<file path="src/rtl/sd_block_reader_if.sv">
// Byte-engine handshake plus sector-buffer write port shared by the SD block reader.
// master = block reader side, slave = byte engine / buffer side.
interface sd_block_reader_if;
  localparam int unsigned BYTE_W = 8;
  localparam int unsigned ADDR_W = 9;

  logic              start;
  logic [BYTE_W-1:0] in;
  logic              ready;
  logic [BYTE_W-1:0] into;
  logic              wr_en;
  logic [ADDR_W-1:0] wr_addr;
  logic [BYTE_W-1:0] wr_data;

  modport master (
    output start, in, wr_en, wr_addr, wr_data,
    input  ready, into
  );

  modport slave (
    input  start, in, wr_en, wr_addr, wr_data,
    output ready, into
  );
endinterface

</file>
<file path="src/rtl/sd_block_reader.sv">
// Reads one SD data block through the SPI byte engine: start-token hunt,
// data capture into the sector buffer, and CRC16-CCITT (XMODEM) check.
module sd_block_reader #(
  parameter int unsigned BLOCK_BYTES = 512,
  parameter int unsigned TOKEN_TRIES = 256
) (
  input  logic                     clk,
  input  logic                     rst,
  input  logic                     go,
  sd_block_reader_if.master        bus,
  output logic                     busy,
  output logic                     done,
  output logic [1:0]               err_code
);
  localparam int unsigned BYTE_W = 8;
  localparam int unsigned ADDR_W = 9;
  localparam int unsigned TRY_W  = 8;
  localparam int unsigned CRC_W  = 16;

  localparam logic [ADDR_W-1:0] LAST_IDX    = ADDR_W'(BLOCK_BYTES - 1);
  localparam logic [TRY_W-1:0]  LAST_TRY    = TRY_W'(TOKEN_TRIES - 1);
  localparam logic [BYTE_W-1:0] FILL_BYTE   = 8'hFF;
  localparam logic [BYTE_W-1:0] START_TOKEN = 8'hFE;
  localparam logic [CRC_W-1:0]  CRC_POLY    = 16'h1021;

  localparam logic [1:0] ERR_OK      = 2'd0;
  localparam logic [1:0] ERR_TIMEOUT = 2'd1;
  localparam logic [1:0] ERR_TOKEN   = 2'd2;
  localparam logic [1:0] ERR_CRC     = 2'd3;

  typedef enum logic [2:0] {
    S_IDLE,
    S_TOKEN,
    S_DATA,
    S_CRC_HI,
    S_CRC_LO,
    S_FIN
  } state_e;

  state_e              state_q, state_d;
  logic [TRY_W-1:0]    tries_q, tries_d;
  logic [ADDR_W-1:0]   idx_q, idx_d;
  logic [CRC_W-1:0]    crc_q, crc_d;
  logic [BYTE_W-1:0]   rx_hi_q, rx_hi_d;
  logic                pending_q, pending_d;
  logic                start_q, start_d;
  logic [BYTE_W-1:0]   in_q, in_d;
  logic                wr_en_q, wr_en_d;
  logic [ADDR_W-1:0]   wr_addr_q, wr_addr_d;
  logic [BYTE_W-1:0]   wr_data_q, wr_data_d;
  logic                busy_q, busy_d;
  logic                done_q, done_d;
  logic [1:0]          err_q, err_d;
  logic                take_c;

  // Byte-wide CRC16 update, MSB first, no reflection.
  function automatic logic [CRC_W-1:0] crc16_upd(input logic [CRC_W-1:0] crc,
                                                 input logic [BYTE_W-1:0] data);
    logic [CRC_W-1:0] c;
    c = crc ^ {data, 8'h00};
    for (int i = 0; i < 8; i++) begin
      c = c[CRC_W-1] ? ((c << 1) ^ CRC_POLY) : (c << 1);
    end
    return c;
  endfunction

  // A ready only counts when it answers our own outstanding request.
  assign take_c = bus.ready & pending_q;

  always_comb begin
    state_d   = state_q;
    tries_d   = tries_q;
    idx_d     = idx_q;
    crc_d     = crc_q;
    rx_hi_d   = rx_hi_q;
    pending_d = pending_q & ~take_c;
    start_d   = 1'b0;
    wr_en_d   = 1'b0;
    wr_addr_d = wr_addr_q;
    wr_data_d = wr_data_q;
    busy_d    = busy_q;
    done_d    = 1'b0;
    err_d     = err_q;

    case (state_q)
      S_IDLE: begin
        if (go) begin
          state_d = S_TOKEN;
          tries_d = '0;
          idx_d   = '0;
          crc_d   = '0;
          err_d   = ERR_OK;
          busy_d  = 1'b1;
          start_d = 1'b1;
        end
      end
      S_TOKEN: begin
        if (take_c) begin
          if (bus.into == START_TOKEN) begin
            state_d = S_DATA;
            start_d = 1'b1;
          end else if (bus.into[7:4] == 4'h0 && bus.into != 8'h00) begin
            state_d = S_FIN;
            err_d   = ERR_TOKEN;
            busy_d  = 1'b0;
            done_d  = 1'b1;
          end else if (tries_q == LAST_TRY) begin
            state_d = S_FIN;
            err_d   = ERR_TIMEOUT;
            busy_d  = 1'b0;
            done_d  = 1'b1;
          end else begin
            tries_d = tries_q + TRY_W'(1);
            start_d = 1'b1;
          end
        end
      end
      S_DATA: begin
        if (take_c) begin
          wr_en_d   = 1'b1;
          wr_addr_d = idx_q;
          wr_data_d = bus.into;
          crc_d     = crc16_upd(crc_q, bus.into);
          start_d   = 1'b1;
          if (idx_q == LAST_IDX) begin
            state_d = S_CRC_HI;
          end else begin
            idx_d = idx_q + ADDR_W'(1);
          end
        end
      end
      S_CRC_HI: begin
        if (take_c) begin
          rx_hi_d = bus.into;
          state_d = S_CRC_LO;
          start_d = 1'b1;
        end
      end
      S_CRC_LO: begin
        if (take_c) begin
          state_d = S_FIN;
          err_d   = (crc_q == {rx_hi_q, bus.into}) ? ERR_OK : ERR_CRC;
          busy_d  = 1'b0;
          done_d  = 1'b1;
        end
      end
      S_FIN: begin
        state_d = S_IDLE;
      end
      default: begin
        state_d = S_IDLE;
      end
    endcase

    pending_d = pending_d | start_d;
    in_d      = start_d ? FILL_BYTE : 8'h00;
  end

  always_ff @(posedge clk) begin
    if (rst) begin
      state_q   <= S_IDLE;
      tries_q   <= '0;
      idx_q     <= '0;
      crc_q     <= '0;
      rx_hi_q   <= '0;
      pending_q <= 1'b0;
      start_q   <= 1'b0;
      in_q      <= '0;
      wr_en_q   <= 1'b0;
      wr_addr_q <= '0;
      wr_data_q <= '0;
      busy_q    <= 1'b0;
      done_q    <= 1'b0;
      err_q     <= ERR_OK;
    end else begin
      state_q   <= state_d;
      tries_q   <= tries_d;
      idx_q     <= idx_d;
      crc_q     <= crc_d;
      rx_hi_q   <= rx_hi_d;
      pending_q <= pending_d;
      start_q   <= start_d;
      in_q      <= in_d;
      wr_en_q   <= wr_en_d;
      wr_addr_q <= wr_addr_d;
      wr_data_q <= wr_data_d;
      busy_q    <= busy_d;
      done_q    <= done_d;
      err_q     <= err_d;
    end
  end

  assign bus.start   = start_q;
  assign bus.in      = in_q;
  assign bus.wr_en   = wr_en_q;
  assign bus.wr_addr = wr_addr_q;
  assign bus.wr_data = wr_data_q;
  assign busy        = busy_q;
  assign done        = done_q;
  assign err_code    = err_q;
endmodule

</file>
<file path="src/flat_wrapper.sv">
// flat-port wrapper written by rule: the top's interface ports become plain ports
module sd_block_reader_flat 
#(
  parameter int unsigned BLOCK_BYTES = 512,
  parameter int unsigned TOKEN_TRIES = 256
)
  (clk, rst, go, busy, done, err_code, bus_start, bus_in, bus_wr_en, bus_wr_addr, bus_wr_data, bus_ready, bus_into);
  sd_block_reader_if bus_i ();
  input  logic clk;
  input  logic rst;
  input  logic go;
  output logic busy;
  output logic done;
  output logic [1:0] err_code;
  output wire logic [$bits(bus_i.start)-1:0] bus_start;
  output wire logic [$bits(bus_i.in)-1:0] bus_in;
  output wire logic [$bits(bus_i.wr_en)-1:0] bus_wr_en;
  output wire logic [$bits(bus_i.wr_addr)-1:0] bus_wr_addr;
  output wire logic [$bits(bus_i.wr_data)-1:0] bus_wr_data;
  input wire logic [$bits(bus_i.ready)-1:0] bus_ready;
  input wire logic [$bits(bus_i.into)-1:0] bus_into;
  assign bus_start = bus_i.start;
  assign bus_in = bus_i.in;
  assign bus_wr_en = bus_i.wr_en;
  assign bus_wr_addr = bus_i.wr_addr;
  assign bus_wr_data = bus_i.wr_data;
  assign bus_i.ready = bus_ready;
  assign bus_i.into = bus_into;
  sd_block_reader #(.BLOCK_BYTES(BLOCK_BYTES), .TOKEN_TRIES(TOKEN_TRIES)) u_core (.clk(clk), .rst(rst), .go(go), .bus(bus_i), .busy(busy), .done(done), .err_code(err_code));
endmodule
</file>
<file path="config.mk">
export PLATFORM = sky130hd
export DESIGN_NAME = sd_block_reader_flat
export DESIGN_NICKNAME = d
export VERILOG_FILES = /design/src/rtl/sd_block_reader_if.sv /design/src/rtl/sd_block_reader.sv /design/src/flat_wrapper.sv
export SDC_FILE = /design/constraint.sdc
export NUM_CORES = 1
export LEC_CHECK = 0
export CORE_UTILIZATION = 48
export DETAILED_ROUTE_END_ITERATION = 12
export MAX_ROUTING_LAYER = met4
export PLACE_DENSITY_LB_ADDON = 0.1
export RECOVER_POWER = 50
export SLEW_MARGIN = 20
export SYNTH_ARGS = -nofsm -noshare
export SYNTH_HDL_FRONTEND = slang
export SYNTH_SLANG_ARGS = --single-unit
</file>
<file path="constraint.sdc">
create_clock -name clk -period 2.08 [get_ports clk]
set_input_delay 0.416 -clock clk [delete_from_list [all_inputs] [get_ports clk]]
set_output_delay 0.416 -clock clk [all_outputs]
set_load 0.02 [all_outputs]
</file>
; ---- Yosys cells after proc, flatten, opt, wreduce, memory -nomap -nowiden
; Index checks and enable logic that the tools add are counted.
[word_totals]
register_bits = 76
inputBits = 12
elab_cells = 125
output_inout_bits = 31
[op_classes]
n_reduce_logical = 16
addsub = 2
mux = 59
n_eq_ne = 20
bitwise = 14
[op_table]
columns = cell, count
row1 = $mux 13, 8
row2 = $mux 8, 6
row3 = $mux 16, 2
row4 = $pmux 16 s2, 1
row5 = $mux 3, 9
row6 = $mux 9, 3
row7 = $not 3->3, 8
row8 = $pmux 9 s2, 1
row9 = $eq 16x16->1, 1
row10 = $eq 8x8->1 const B, 2
row11 = $mux 1, 16
row12 = $pmux 8 s2, 1
row13 = $xor 16x16->16, 1
row14 = $pmux 3 s5, 1
row15 = $mux 2, 7
row16 = $reduce_and 6->1, 2
row17 = $ne 2x1->1 const B, 5
row18 = $ne 2x2->1 const B, 5
row19 = $add 9x1->9 const B, 1
row20 = $eq 9x9->1 const B, 1
row21 = $add 8x1->8 const B, 1
row22 = $reduce_bool 8->1, 1
row23 = $reduce_and 7->1, 1
row24 = $eq 3x2->1 const B, 2
row25 = 19 further kinds, 25

; ---- Logic depth before layout (Yosys ltp)
[depth]
word_depth = 19
mapped_depth = 9
ltp_nobuf = 9

; ---- Worst setup path before layout
; Ideal clock, no wire load.
[synth_path]
path_type = flip-flop to flip-flop
start = register u_core.idx_q[0]
end = register u_core.idx_q[3]
stages_incl_launch_ff = 9
slack_ns = 0.158
required_ns = 2.009
synth_period_minus_slack_ns = 1.922
setup_ns = 0.071
path_buffers = 0
t_arrival_ns = 1.851
path_cell_list = dfxtp_1 ha_1 nand3_1 nor2_1 ha_1 nor3b_1 o21ai_0 or3_1 a21oi_1
[synth_via]
elab_chain_len = 4
elab_cells_between_ends = 7
cone_classes = add/sub: 1 / eq/ne: 2 / mux: 3 / reduce/logical: 1
[synth_lines]
columns = item, line
row1 = start: declaration, sd_block_reader.sv:42  ; logic [ADDR_W-1:0] idx_q, idx_d;
row2 = start signal: assignment, sd_block_reader.sv:178  ; idx_q <= idx_d;
row3 = $add 9x1->9, sd_block_reader.sv:128  ; idx_d = idx_q + ADDR_W'(1);
row4 = $mux 9, sd_block_reader.sv:125  ; if (idx_q == LAST_IDX) begin
row5 = $mux 9, sd_block_reader.sv:119  ; if (take_c) begin
row6 = $pmux 9 s2, sd_block_reader.sv:85  ; case (state_q)
; Several ways; a longest one is shown, not always the timed one. The select of a mux whose other input is x is not followed.
; A chain may end at the register's enable or synchronous reset.

; ---- Final worst setup path
[layout_path]
start = input port bus_into[1]
end = register u_core.tries_q[5]
[layout_via]
elab_chain_len = 4
elab_cells_between_ends = 6
cone_classes = eq/ne: 3 / reduce/logical: 3
[layout_lines]
columns = item, line
row1 = start: declaration, flat_wrapper.sv:21  ; input wire logic [$bits(bus_i.into)-1:0] bus_into;
row2 = $reduce_bool 8->1, sd_block_reader.sv:102  ; end else if (bus.into[7:4] == 4'h0 && bus.into != 8'h00) begin
row3 = $logic_and 1x1->1, sd_block_reader.sv:102
row4 = $ne 2x2->1 (no source line), n/a
row5 = $reduce_and 6->1 (no source line) *, n/a
row6 = end signal: assignment, sd_block_reader.sv:177  ; tries_q <= tries_d;
row7 = end: declaration, sd_block_reader.sv:41  ; logic [TRY_W-1:0] tries_q, tries_d;
; Mark *: on every way between the ends. The rest lies on a longest branch, timed or not.

==> summary.md <==
| Metric | Value |
|---|---|
| Register area share after synthesis | `40.8%` |
| Maximum vdd drop | `about 0.37 mV` |
| DP Wirelength | `approximately 5800 um` |
| Post-Route WL | `7990 um` |
| GRT Resource Usage Total | `24.3%` |
| Hold Fails Final Rpt | `0` |
| Die width | `between 80 and 90 um` |
| Vias per Instance | `5.36` |
| Setup Crit Path Kind | `in -> reg` |
| Hold Crit Class | `reg -> reg` |
| Syn. warnings | `0` |
| RSZ-0062 raised after global routing | `false` |
| CTS tree | `built` |
| First-pass GRT wire length | `about 13000 um` |
| WP data required | `roughly 2400 ps` |
| Hold slack | `around 450 ps` |
| Yosys reg bits | `just under 70` |
| Initial Utilization | `49.4%` |
| Die Y-Extent | `around 85 um` |
| Ant. Diodes | `0` |
| Final period util | `96.1%` |
| Mean Syn Cell Area | `8.37 um^2` |
| Vias in the first global route | `2827` |
| PortBufs | `42` |
| DIE AREA | `7290 um^2` |
| Gp weighted congestion | `between 0.8 and 0.9` |
| FILL cells | `613` |
| CTS Sinks | `approximately 70` |
| FMAX | `0.500 GHz` |
| Final Max Slew Viols | `0` |
| # DRC | `0` |
| Layout cells sized above 1 | `18.5%` |
| Tmin final | `2000 ps` |
| Max incr delay on CP | `about 400 ps` |
| Pwr per Cell Area | `around 800 nW/um^2` |
| Status | `finished, final reports clean` |
| Skew-Pair Late Insertion Delay | `360 ps` |
| Via count | `3002` |
| CP Launch Type | `primary input` |
| Post-synth cell types | `52` |
| Crit. End Element | `flop` |
| Core Area | `6760 um^2` |
| Largest net degree at the start of global routing | `45` |
| Clock buffer depth | `2` |
| Initial antenna violation count | `0` |
| WL/cell | `between 10 and 15 um` |
| Critical path's slowest cell | `or3_4` |
| Worst-path clk slew | `70 ps` |
| Mapped cell area | `3340 um^2` |
| CP cell instances | `clkdlybuf4s15_1 > nor4_4 > nor2_4 > buf_4 > nor4b_4 > o2111ai_2 > or3_4 > a21oi_2` |
| Max Cap Viol | `0` |
| Clock Skews | `between 9 and 10 ps` |
| Final #Nets | `between 400 and 500` |
| Final setup vio count | `0` |
| Setup_tns | `0 ps` |
| Largest fanout on the critical path | `3` |
| Area grow syn2layout | `29.0%` |
| Crit path DAT | `around 2300 ps` |
| Mapped Cells | `roughly 400` |
| Clk root buf | `clkbuf_8` |
| Antenna Nets Post-Route | `0` |
| Initial DRC Count | `approximately 130` |
| Hold buffers post-CTS | `0` |
| Clock buffer count from CTS | `9` |
| Drt first pass iters | `4` |
| Worst-Margin Slew | `503 ps` |
| I/O pin cnt | `43` |
| Worst slew margin | `66.4%` |
| Grt total ovfl | `0` |
| Leakage power | `1.72 nW` |
| H-tree Lvls | `3` |
| Syn_nets | `slightly above 400` |
| # rows | `30` |
-- final timing paths --
kind	to	cells past startpoint	start	slack, ps
worst max register to register	u_core.tries_q[5]	6	u_core.state_q[0]	140
worst max-delay path	u_core.tries_q[5]	8	bus_into[1]	80
worst min-delay path	u_core.bus.wr_addr[1]	2	u_core.bus.wr_addr[1]	450
worst min register to register	u_core.bus.wr_addr[1]	2	u_core.bus.wr_addr[1]	450
-- state kept, by name, summed over array words and instances, names as in the netlist --
register            cells
u_core.crc_q           16
u_core.bus.wr_addr      9
u_core.idx_q            9
u_core.bus.wr_data      8
u_core.rx_hi_q          8
u_core.tries_q          8
u_core.state_q          3
u_core.err_code         2
u_core.bus.in           1
u_core.bus.wr_en        1
u_core.busy             1
u_core.done             1
u_core.pending_q        1
-- stage by stage --
| step | utilization, % | total power, W | cells | cell area, um^2 | setup WS (ps) |
|---|---|---|---|---|---|
| global route | 63.7 | 0.00351 | 560 | 4310 | 6.46 |
| detailed placement | 60.8 | 0.00230 | 543 | 4110 | -528 |
| global placement | 60.8 | 0.00229 | 543 | 4110 | -460 |
| floorplan | - | 0.00198 | 399 | 3340 | 158 |
| CTS | 63.6 | 0.00338 | 559 | 4300 | 0.0884 |
| finish | 63.7 | 0.00335 | 560 | 4310 | 81.2 |
-- kinds of logic after synthesis --
kind of cell	Yosys count	synth area share [%]
flip-flops	68	40.8
XOR/XNOR	47	12.3
AND/OR/NAND/NOR	162	23.2
AO/OA/AOI/OAI	76	14.4
buffers and inverters	33	5.10
multiplexers	10	3.04
adder cells (fa/ha/maj)	3	1.12
-- per-layer routing --
metal / share of wire [%] / global-route usage [%] / vias up
met5: 0 / - / -
met2: 48 / 38.7 / 54
met1: 46 / 29.9 / 1408
met4: 2.6 / 10.0 / 0
li1: - / - / 1523
met3: 3.5 / 5.45 / 17
-- layout make-up --
cell class	count	area [um^2]	area share, %
flip-flops and latches	68	1360	31.6
clock inverters	6	65.1	1.51
well taps	80	100	2.32
clock buffers	10	128	2.96
multi-input cells	298	1830	42.4
repair buffers	95	813	18.9
inverters	3	11.3	0.262
-- where the power goes --
group | leakage, nW | internal, W | switching, W
clock network | 0.0962 | 0.000553 | 0.000527
registers | 0.549 | 0.00135 | 0.0000635
logic | 1.07 | 0.000397 | 0.000458
-- placed cells by master, fill, tap and decap left out, types with 4 or more instances in the layout --
cell type	instances
nand4_1	7
nand3_1	14
clkdlybuf4s50_1	27
o21a_1	4
a21oi_1	32
or3_1	5
dlygate4sd3_1	6
xor2_1	26
dfxtp_1	68
nor3_1	9
a31oi_1	11
buf_4	50
nor2_1	52
xnor2_1	21
dlymetal6s2s_1	4
o21ai_0	8
nand2_1	51
clkbuf_8	9
nor4_1	4
mux2i_1	9
-- what timing repair did --
action                                  in CTS  in global routing
hold endpoints to repair                     0                  0
resized for setup                            4                 14
gates cloned                                 0                  0
pin swaps                                    2                  9
setup buffers                                0                  1
endpoints found under the setup margin       5                 14
-- worst max-delay path: cells and delay by family --
family                 cells  cell delay (ps)
AOI/OAI and AO/OA          2              330
buffers and inverters      2              370
and+or+nand+nor            4             1160
-- cell usage after synthesis, drive strengths merged --
library cell  instances  share of area, %
or4                   1              0.34
nand2b                1              0.19
nor2b                 2              0.37
a31oi                11               2.1
o31ai                 1              0.64
nand2                52               5.8
inv                   3              0.34
a211o                 1              0.26
a311oi                1              0.26
or2                   1              0.19
o2111ai               1              0.45
a22o                  1              0.26
o211ai                2              0.60
o21ai                12               1.8
mux2                  1              0.34
nor2                 55               6.6
nor4b                 1              0.71
ha                    3               1.1
a22oi                 1              0.22
xnor2                21               5.5
mux2i                 9               2.7
nor4                  5               1.4
xor2                 26               6.8
or3                   6               1.1
buf                  11               2.5
dfxtp                68                41
nor3                 10               1.6
o21a                  4              0.90
o32a                  1              0.30
a41oi                 1              0.26
nand4                 7               1.3
a21oi                33               4.9
and2                  2              0.37
clkbuf               19               2.2
nand3                14               2.1
o22ai                 1              0.19
a211oi                3              0.67
a21boi                2              0.56
nand4b                1              0.26
nor3b                 2              0.45
and3                  2              0.37
Note: power is estimated with default switching activity, not from simulation.
